--- config.mk ---
export PLATFORM = sky130hd
export DESIGN_NAME = uart_rx_fifo
export DESIGN_NICKNAME = d
export VERILOG_FILES = /design/src/rtl/uart_rx_fifo.sv
export SDC_FILE = /design/constraint.sdc
export NUM_CORES = 1
export LEC_CHECK = 0
export ABC_AREA = 1
export ABC_CLOCK_PERIOD_IN_PS = 2900
export BUFFER_PORTS_ARGS = -buffer_cell sky130_fd_sc_hd__buf_2
export CORE_MARGIN = 2
export CORE_UTILIZATION = 53
export CTS_CLUSTER_DIAMETER = 50
export DETAILED_ROUTE_END_ITERATION = 6
export PLACE_DENSITY = 0.71
export SYNTH_ARGS = -nofsm -noshare
export SYNTH_HDL_FRONTEND = slang
export SYNTH_SLANG_ARGS = --single-unit
--- constraint.sdc ---
create_clock -name clk -period 2.9 [get_ports clk]
set_clock_uncertainty 0.2 [all_clocks]
set_input_delay 0.29 -clock clk [delete_from_list [all_inputs] [get_ports clk]]
set_output_delay 0.29 -clock clk [all_outputs]
set_load 0.005 [all_outputs]
--- src/rtl/uart_rx_fifo.sv ---
// rtl/uart_rx_fifo.sv - UART receive FIFO with CPU register window (data, status, count, control)
module uart_rx_fifo #(
    parameter int DEPTH_LOG2 = 4
) (
    input  logic       clk,
    input  logic       rst,
    input  logic [7:0] rx_data,
    input  logic       rx_data_valid,
    output logic       rx_data_ready,
    input  logic       cs,
    input  logic       R_W_n,
    input  logic [1:0] reg_addr,
    input  logic [7:0] data_i,
    output logic [7:0] data_o,
    output logic       rx_avail
);
    localparam int DEPTH = 2 ** DEPTH_LOG2;
    localparam logic [DEPTH_LOG2:0] COUNT_FULL = (DEPTH_LOG2 + 1)'(DEPTH);

    logic [7:0]            mem_q [DEPTH];
    logic [DEPTH_LOG2-1:0] rd_ptr_q, rd_ptr_d;
    logic [DEPTH_LOG2-1:0] wr_ptr_q, wr_ptr_d;
    logic [DEPTH_LOG2:0]   count_q, count_d;
    logic                  overflow_q, overflow_d;
    logic                  prev_rd_q, prev_rd_d;
    logic                  rx_avail_q, rx_avail_d;

    logic full, empty, rd_access, ctrl_wr, flush, clr_ovf, pop, push, push_en, ovf_set;
    logic unused_data_i;

    assign unused_data_i = ^data_i[7:2];
    assign rx_data_ready = 1'b1;
    assign rx_avail      = rx_avail_q;

    assign full      = (count_q == COUNT_FULL);
    assign empty     = (count_q == '0);
    assign rd_access = cs & R_W_n & (reg_addr == 2'd0);
    assign ctrl_wr   = cs & ~R_W_n & (reg_addr == 2'd3);
    assign flush     = ctrl_wr & data_i[0];
    assign clr_ovf   = ctrl_wr & data_i[1];
    // A held read pops only on its first cycle.
    assign pop       = rd_access & ~prev_rd_q & ~empty;
    assign push      = rx_data_valid & (~full | pop);
    assign push_en   = push & ~flush;
    assign ovf_set   = rx_data_valid & full & ~pop & ~flush;

    always_comb begin
        rd_ptr_d   = rd_ptr_q;
        wr_ptr_d   = wr_ptr_q;
        count_d    = count_q;
        overflow_d = overflow_q;
        prev_rd_d  = rd_access;
        if (flush) begin
            rd_ptr_d = '0;
            wr_ptr_d = '0;
            count_d  = '0;
        end else begin
            if (pop)
                rd_ptr_d = rd_ptr_q + 1'b1;
            if (push)
                wr_ptr_d = wr_ptr_q + 1'b1;
            if (push && !pop)
                count_d = count_q + 1'b1;
            else if (pop && !push)
                count_d = count_q - 1'b1;
        end
        // Setting wins over a same-cycle clear so no overflow event is lost.
        if (ovf_set)
            overflow_d = 1'b1;
        else if (clr_ovf)
            overflow_d = 1'b0;
        rx_avail_d = (count_d != '0);
    end

    always_ff @(posedge clk) begin
        if (rst) begin
            rd_ptr_q   <= '0;
            wr_ptr_q   <= '0;
            count_q    <= '0;
            overflow_q <= 1'b0;
            prev_rd_q  <= 1'b0;
            rx_avail_q <= 1'b0;
        end else begin
            rd_ptr_q   <= rd_ptr_d;
            wr_ptr_q   <= wr_ptr_d;
            count_q    <= count_d;
            overflow_q <= overflow_d;
            prev_rd_q  <= prev_rd_d;
            rx_avail_q <= rx_avail_d;
        end
    end

    always_ff @(posedge clk) begin
        if (!rst && push_en)
            mem_q[wr_ptr_q] <= rx_data;
    end

    always_comb begin
        data_o = 8'h00;
        case (reg_addr)
            2'd0: data_o = empty ? 8'h00 : mem_q[rd_ptr_q];
            2'd1: data_o = {overflow_q, full, 5'b0, ~empty};
            2'd2: data_o = 8'(count_q);
            default: data_o = 8'h00;
        endcase
    end
endmodule

==> results.ini, run 1 <==
[sta]
max_slew_margin=0.433
timing.fmax_ghz=0.363
worst_pin_slew_ps=847
final-setup-viol-count=0
finalCritPeriodShare=0.951
drv_slew=0
fin_ws_ps=142
min_period_ps=2760
rsz0062_at_grt=false
finalHoldViolCount=0
finalSetupTns_ps=0

[worst_hold_path]
min_from=cs
hold_depth=3
min_path_type=input pin to flip-flop
min_to=prev_rd_q$_SDFF_PP0_

[clock_network]
clk_pin_slew_ps=60
cts-htree-levels=4
cts_tree=done
cts-resized-gates=0
worstSkewPairLatency_ps=420
root_buffer=clkbuf_16
cts_buffers=17
clock_sinks=148
clockBufferDepth=2

[placement]
dp_hpwl_um=9140
gp_congestion=0.950
port_buffers=25
pre_cts_ws_ps=162

[global_routing]
grt_max_degree=44
overflow=0
grt_pass1_wl_um=22400
grt_use_total=0.231
antenna_found_initial=0
grt_pass1_vias=4378

[worst_setup_path]
worstSetupEndpointType=output port
critical_path.max_fanout=40
reg2reg_from=count_q[0]$_SDFF_PP0_
rr_endpoint=mem_q[14][1]$_DFFE_PP_
rr_worst_depth=9
crit_path_start_kind=flip-flop
ff2ff_setup_slack_ps=150
required_ps=2410
arrival_ps=2270
worstSetupPathType=flip-flop to output port

[routing]
vias_per_cell=5.86
wirelength_um=14000
drtPass1Iterations=5
drt-initial-drc-count=525
drtAntennaViolNets=0
drc=0
vias=4393
wl_per_cell_um=18.7

[synthesis]
syn-instance-count=559
syn_area_um2=6330
ys_ff_latch=148
ys_types=37
synth_top_area_frac=0.607
yosys-top-cells-area=edfxtp_1 (61%), dfxtp_1 (6.3%), o21ai_0 (5.6%)
synth_warnings=0
syn_nets=589
yosysSeqAreaShare=0.671
synth_area_leader_cell=edfxtp_1
synth_area_per_cell_um2=11.3

[cells_and_area]
nFillCells=913
final_cell_mix=edfxtp_1 (128), nor2_1 (92), o21ai_0 (71)
antenna_cells=0
nets=624
area_growth_syn_to_layout_pct=13.5
drive_gt1_frac=0.166
final_common_cell=edfxtp_1

[floorplanning]
start_util=0.549
dieArea_um2=12800
die_w_um=113
coreArea_um2=11500
die_y_um=113
io_pins=33
rows=39

[power_and_ir_drop]
p_comb_frac=0.063
p_leak_nw=2.59
p_sw_frac=0.225
seq_power_share=0.508
intPower_mw=3.60
p_sw_mw=1.05
power_per_cell_area_nw_per_um2=647
irDropWorstVdd_uv=403
pwr-share-clk=0.429

[run]
drv_cap=0

[run_status]
status=finished clean

power by group through the flow:
stage                     clock network [mW]  logic [mW]  registers, mW
after global routing                    2.12       0.329           2.36
after CTS                               2.02       0.295           2.36
final                                   1.99       0.294           2.36
after floorplan                            0       0.192           2.40
after detailed placement                   0       0.291           2.41
after global placement                     0       0.282           2.40
final cells by class:
class / instances / area (um^2) / share of cell area
Timing Repair Buffer: 43 / 265 / 0.0369
Inverter: 32 / 123 / 0.0171
Clock buffer: 18 / 429 / 0.0598
Clock inverter: 14 / 114 / 0.0159
Sequential cell: 148 / 4250 / 0.591
Tap cell: 143 / 179 / 0.0249
Multi-Input combinational cell: 352 / 1830 / 0.254
cell usage after synthesis (all sizes together):
master,n
nand2,72
dfxtp,20
nor3,3
nand4,6
buf,18
a22oi,2
o32ai,2
o21ai,78
ha,7
o22ai,18
xor2,5
clkbuf,9
or2,5
o41ai,1
edfxtp,128
nand3,28
nor2,95
o221ai,4
conb,1
inv,32
a21oi,17
o211ai,8
cells by family after synthesis:
logic type | after synthesis | synth area share
buffers and inverters | 59 | 0.0405
adders and majority gates | 7 | 0.0138
AOI/OAI and AO/OA | 130 | 0.117
xor gates and xnor gates | 5 | 0.00692
DFF | 148 | 0.671
other | 1 | 0.000593
and+or+nand+nor | 209 | 0.150
flip-flops by register name, indices dropped and copies added (netlist names), named ones only:
register,count
mem_q,128
count_q,5
rd_ptr_q,4
wr_ptr_q,4
overflow_q,1
prev_rd_q,1
rx_avail,1
worst max path at each step:
stage	endpoint	slack, ps	depth (start not counted)
floorplan	mem_q[10][0]$_DFFE_PP_	690	9
global placement	mem_q[14][3]$_DFFE_PP_	270	9
detailed placement	mem_q[14][4]$_DFFE_PP_	160	9
CTS	data_o[0]	120	9
global route	data_o[2]	5	8
finish	data_o[0]	140	9
what timing repair did:
action,in CTS,in global routing
hold endpoints to repair,8,0
setup buffers,0,0
hold buffers,2,0
metal layers:
| layer | GRT usage | routed length, um | vias to the layer above |
|---|---|---|---|
| met4 | 0.0902 | 269 | 0 |
| met5 | 0 | 0 | - |
| met2 | 0.379 | 6900 | 207 |
| met3 | 0.0530 | 943 | 26 |
| met1 | 0.302 | 5880 | 2094 |
| li1 | - | - | 2066 |
per-stage QoR:
step,cells,util,cell area [um^2],hold slack (ps),power [mW]
floorplan,559,-,6330,189,2.59
global placement,716,0.575,6620,261,2.68
detailed placement,716,0.575,6620,254,2.70
CTS,750,0.624,7180,29.4,4.67
global route,750,0.624,7180,58.1,4.81
finish,750,0.624,7180,47.7,4.65
critical path: stages, from the launching register on:
cell,delay [ps]
dfxtp_2,340
inv_4,310
buf_4,290
o21ai_0,90
o22ai_1,270
a22oi_1,130
nand2_1,110
nand3_1,110
nand2_1,90
buf_2,110
No activity file was read; power rests on OpenSTA's default activity.
==> inputs of run 2 (changes only) <==
- ABC_AREA: 1 -> not set
- CORE_MARGIN: 2 -> 10
==> run 2 against run 1 <==
  * Wire length is 6.4% lower
  * Highest routed layer unchanged
  * The flow now finishes with violations (setup timing)
  * Maximum frequency is 6.6% lower
  * Combinational power is 14% lower
  * Clock power rose by 7%
==> results.ini, run 2 <==
[run_status]
status=complete, but fails checks  ; was finished clean
violations=setup timing

[sta]
timing.fmax_ghz=0.339  ; was 0.363 GHz
max_slew_margin=0.666  ; was 0.433
rsz0062_at_grt=true  ; was false
finalCritPeriodShare=1.02  ; was 0.951
worst_pin_slew_ps=499  ; was 847 ps
final-setup-viol-count=4  ; was 0
fin_ws_ps=-54.1  ; was 142 ps
drv_slew=0  ; unchanged
finalHoldViolCount=0  ; unchanged
min_period_ps=2950  ; was 2760 ps
hold_slack_ps=41.4  ; was 47.7 ps

[power_and_ir_drop]
p_leak_nw=2.49  ; was 2.59 nW
irDropWorstVdd_uv=431  ; was 403 uV
p_total_mw=4.74  ; was 4.65 mW
power_per_cell_area_nw_per_um2=650  ; was 647 nW/um^2

[worst_hold_path]
min_from=rx_data[2]  ; was cs
min_to=mem_q[5][2]$_DFFE_PP_  ; was prev_rd_q$_SDFF_PP0_
min_path_type=input pin to flip-flop  ; unchanged
hold_depth=1  ; was 3

[cells_and_area]
drive_gt1_frac=0.338  ; was 0.166
nFillCells=795  ; was 913
final_common_cell=edfxtp_1  ; unchanged
largest_reg_flops=128  ; unchanged
area_growth_syn_to_layout_pct=19.6  ; was 13.5%
nets=443  ; was 624
final_cell_mix=edfxtp_1 (128), mux4_2 (35), buf_4 (34)  ; was edfxtp_1 (128), nor2_1 (92), o21ai_0 (71)
top_register=mem_q  ; unchanged
antenna_cells=0  ; unchanged
top_regs=mem_q: 128 flops, count_q: 5 flops  ; unchanged

[global_routing]
grt_use_total=0.167  ; was 0.231
overflow=0  ; unchanged
grt_pass1_wl_um=20200  ; was 22400 um
antenna_found_initial=0  ; unchanged
grt_pass1_vias=3393  ; was 4378
grt_max_degree=24  ; was 44

[routing]
drtPass1Iterations=5  ; unchanged
vias=3385  ; was 4393
wirelength_um=13100  ; was 14000 um
wl_met3_um=846  ; was 943 um
met2_length_um=6690  ; was 6900 um
drtAntennaViolNets=0  ; unchanged
vias_per_cell=5.95  ; was 5.86
drt-initial-drc-count=409  ; was 525
highest_layer=met4  ; unchanged
drc=0  ; unchanged
wl_per_cell_um=23.0  ; was 18.7 um
drt-met1-wl_um=5410  ; was 5880 um

[synthesis]
synth_top_area_frac=0.630  ; was 0.607
synth_warnings=0  ; unchanged
ys_types=50  ; was 37
yosysMostFrequentCell=edfxtp_1  ; unchanged
async_reset_ff_frac=0  ; unchanged
synthFlopType=edfxtp_1  ; unchanged
syn-instance-count=345  ; was 559
ys_ff_latch=148  ; unchanged
synth_area_leader_cell=edfxtp_1  ; unchanged
syn_nets=375  ; was 589
synth_common_cells=edfxtp_1 (128), nor2_1 (34), mux4_2 (33), dfxtp_1 (20), nand2_1 (15)  ; was edfxtp_1 (128), nor2_1 (92), o21ai_0 (71), nand2_1 (66), inv_1 (27)
yosysSeqAreaShare=0.696  ; was 0.671
syn_area_um2=6100  ; was 6330 um^2
yosys-top-cells-area=edfxtp_1 (63%), mux4_2 (12%), dfxtp_1 (6.6%)  ; was edfxtp_1 (61%), dfxtp_1 (6.3%), o21ai_0 (5.6%)
synth_edf_count=128  ; unchanged
synth_area_per_cell_um2=17.7  ; was 11.3 um^2

[clock_network]
cts_buffers=17  ; unchanged
worstSkewPairLatency_ps=420  ; about the same
clock_sinks=148  ; unchanged
cts_tree=done  ; unchanged
clk_pin_slew_ps=60  ; about the same
cts-htree-levels=4  ; unchanged
clockBufferDepth=2  ; unchanged
root_buffer=clkbuf_16  ; unchanged

[worst_setup_path]
critical_path.max_fanout=6  ; was 40
worstPathBufferInverterCount=3  ; unchanged
required_ps=2410  ; about the same
crit_chain=buf_12 > buf_12 > mux4_2 > mux4_2 > a22oi_2 > nor2_1 > buf_2  ; was inv_4 > buf_4 > o21ai_0 > o22ai_1 > a22oi_1 > nand2_1 > nand3_1 > nand2_1 > buf_2
rr_worst_depth=8  ; was 9
reg2reg_from=count_q[1]$_SDFF_PP0_  ; was count_q[0]$_SDFF_PP0_
crit_family=multiplexers  ; was buffers and inverters
arrival_ps=2460  ; was 2270 ps
ff2ff_setup_slack_ps=420  ; was 150 ps
crit_path_top_delay_cell=mux4_2  ; was dfxtp_2
worstSetupPathType=flip-flop to output port  ; unchanged
rr_endpoint=rx_avail$_SDFF_PP0_  ; was mem_q[14][1]$_DFFE_PP_
cp_num_cells=7  ; was 9
crit_path_start_kind=flip-flop  ; unchanged
critPathMaxStageDelay_ps=540  ; was 340 ps
worstSetupEndpointType=output port  ; unchanged

[floorplanning]
rows=39  ; unchanged
start_util=0.537  ; was 0.549
die_y_um=127  ; was 113 um
dieArea_um2=16200  ; was 12800 um^2
io_pins=33  ; unchanged
die_w_um=127  ; was 113 um
coreArea_um2=11400  ; was 11500 um^2

[placement]
gp_congestion=0.845  ; was 0.950
dp_hpwl_um=8180  ; was 9140 um
port_buffers=25  ; unchanged

[run]
drv_cap=0  ; unchanged

==> run 2: cell types whose count changed after synthesis, moves of 5 or more <==
| cell | change |
|---|---|
| o21ai_0 | -65 |
| nor2_1 | -58 |
| nand2_1 | -51 |
| mux4_2 | +33 |
| inv_1 | -23 |
| nand3_1 | -19 |
| o22ai_1 | -17 |
| a21oi_1 | -13 |
| buf_2 | -9 |
| mux2i_1 | +7 |
| nor2b_1 | +7 |
| o211ai_1 | -7 |
| and2_1 | +5 |
==> run 2: power breakdown <==
group	internal, mW	switching (mW)	total [mW]	leakage (nW)
logic	0.112	0.142	0.254	0.902
registers	2.33	0.0201	2.35	1.32
clock network	1.27	0.865	2.13	0.273
==> run 2: worst max path at each step <==
stage | startpoint | to | slack (ps)
floorplan | flip-flop | data_o[1] | 660
global placement | flip-flop | data_o[3] | 300
global route | flip-flop | data_o[1] | -130
detailed placement | flip-flop | data_o[3] | 250
finish | flip-flop | data_o[1] | -50
CTS | flip-flop | data_o[1] | -60
==> run 2: logic make-up (layout without fill, tap and decap cells) <==
kind of cell / Yosys count / count (layout) / share of synthesized area
AOI/OAI and AO/OA: 25 / 25 / 0.0271
xor gates and xnor gates: 9 / 9 / 0.0129
adders and majority gates: 7 / 7 / 0.0144
buffers and inverters: 21 / 102 / 0.0201
DFF: 148 / 148 / 0.696
muxes: 46 / 46 / 0.154
other: 1 / 1 / 0.000615
and+or+nand+nor: 88 / 88 / 0.0753
==> run 2: per-layer routing <==
metal  vias up  global-route usage
met1      1754               0.204
met4         0              0.0710
met3        13              0.0471
li1       1499                   -
met2       119               0.273
met5         -                   0
==> run 2: timing repair <==
item,4_1_cts,5_1_grt
hold endpoints to repair,5,0
gates cloned,1,1
setup endpoints to repair,5,8
setup buffers,3,1
gates resized for setup,5,13
pin swaps,0,5
hold buffers,2,0
==> run 2: cell type report <==
type | instances | area (um^2) | share of cell area
timing repair buffer | 66 | 504 | 0.0691
multi-input combinational | 176 | 1770 | 0.243
tap | 143 | 179 | 0.0245
clock buffer | 17 | 425 | 0.0583
clock inverter | 15 | 154 | 0.0211
inverter | 4 | 15.0 | 0.00206
sequential | 148 | 4250 | 0.582
==> run 2: through the flow <==
stage,cells,instance area (um^2),setup slack [ps],TNS (ps),util
3_5_place_dp,529,6560,253,0,0.577
3_3_place_gp,529,6560,303,0,0.577
6_report,569,7300,-54.1,-141,0.642
4_1_cts,567,7240,-56.2,-242,0.637
2_1_floorplan,345,6100,656,0,-
5_1_grt,569,7300,-130,-513,0.642
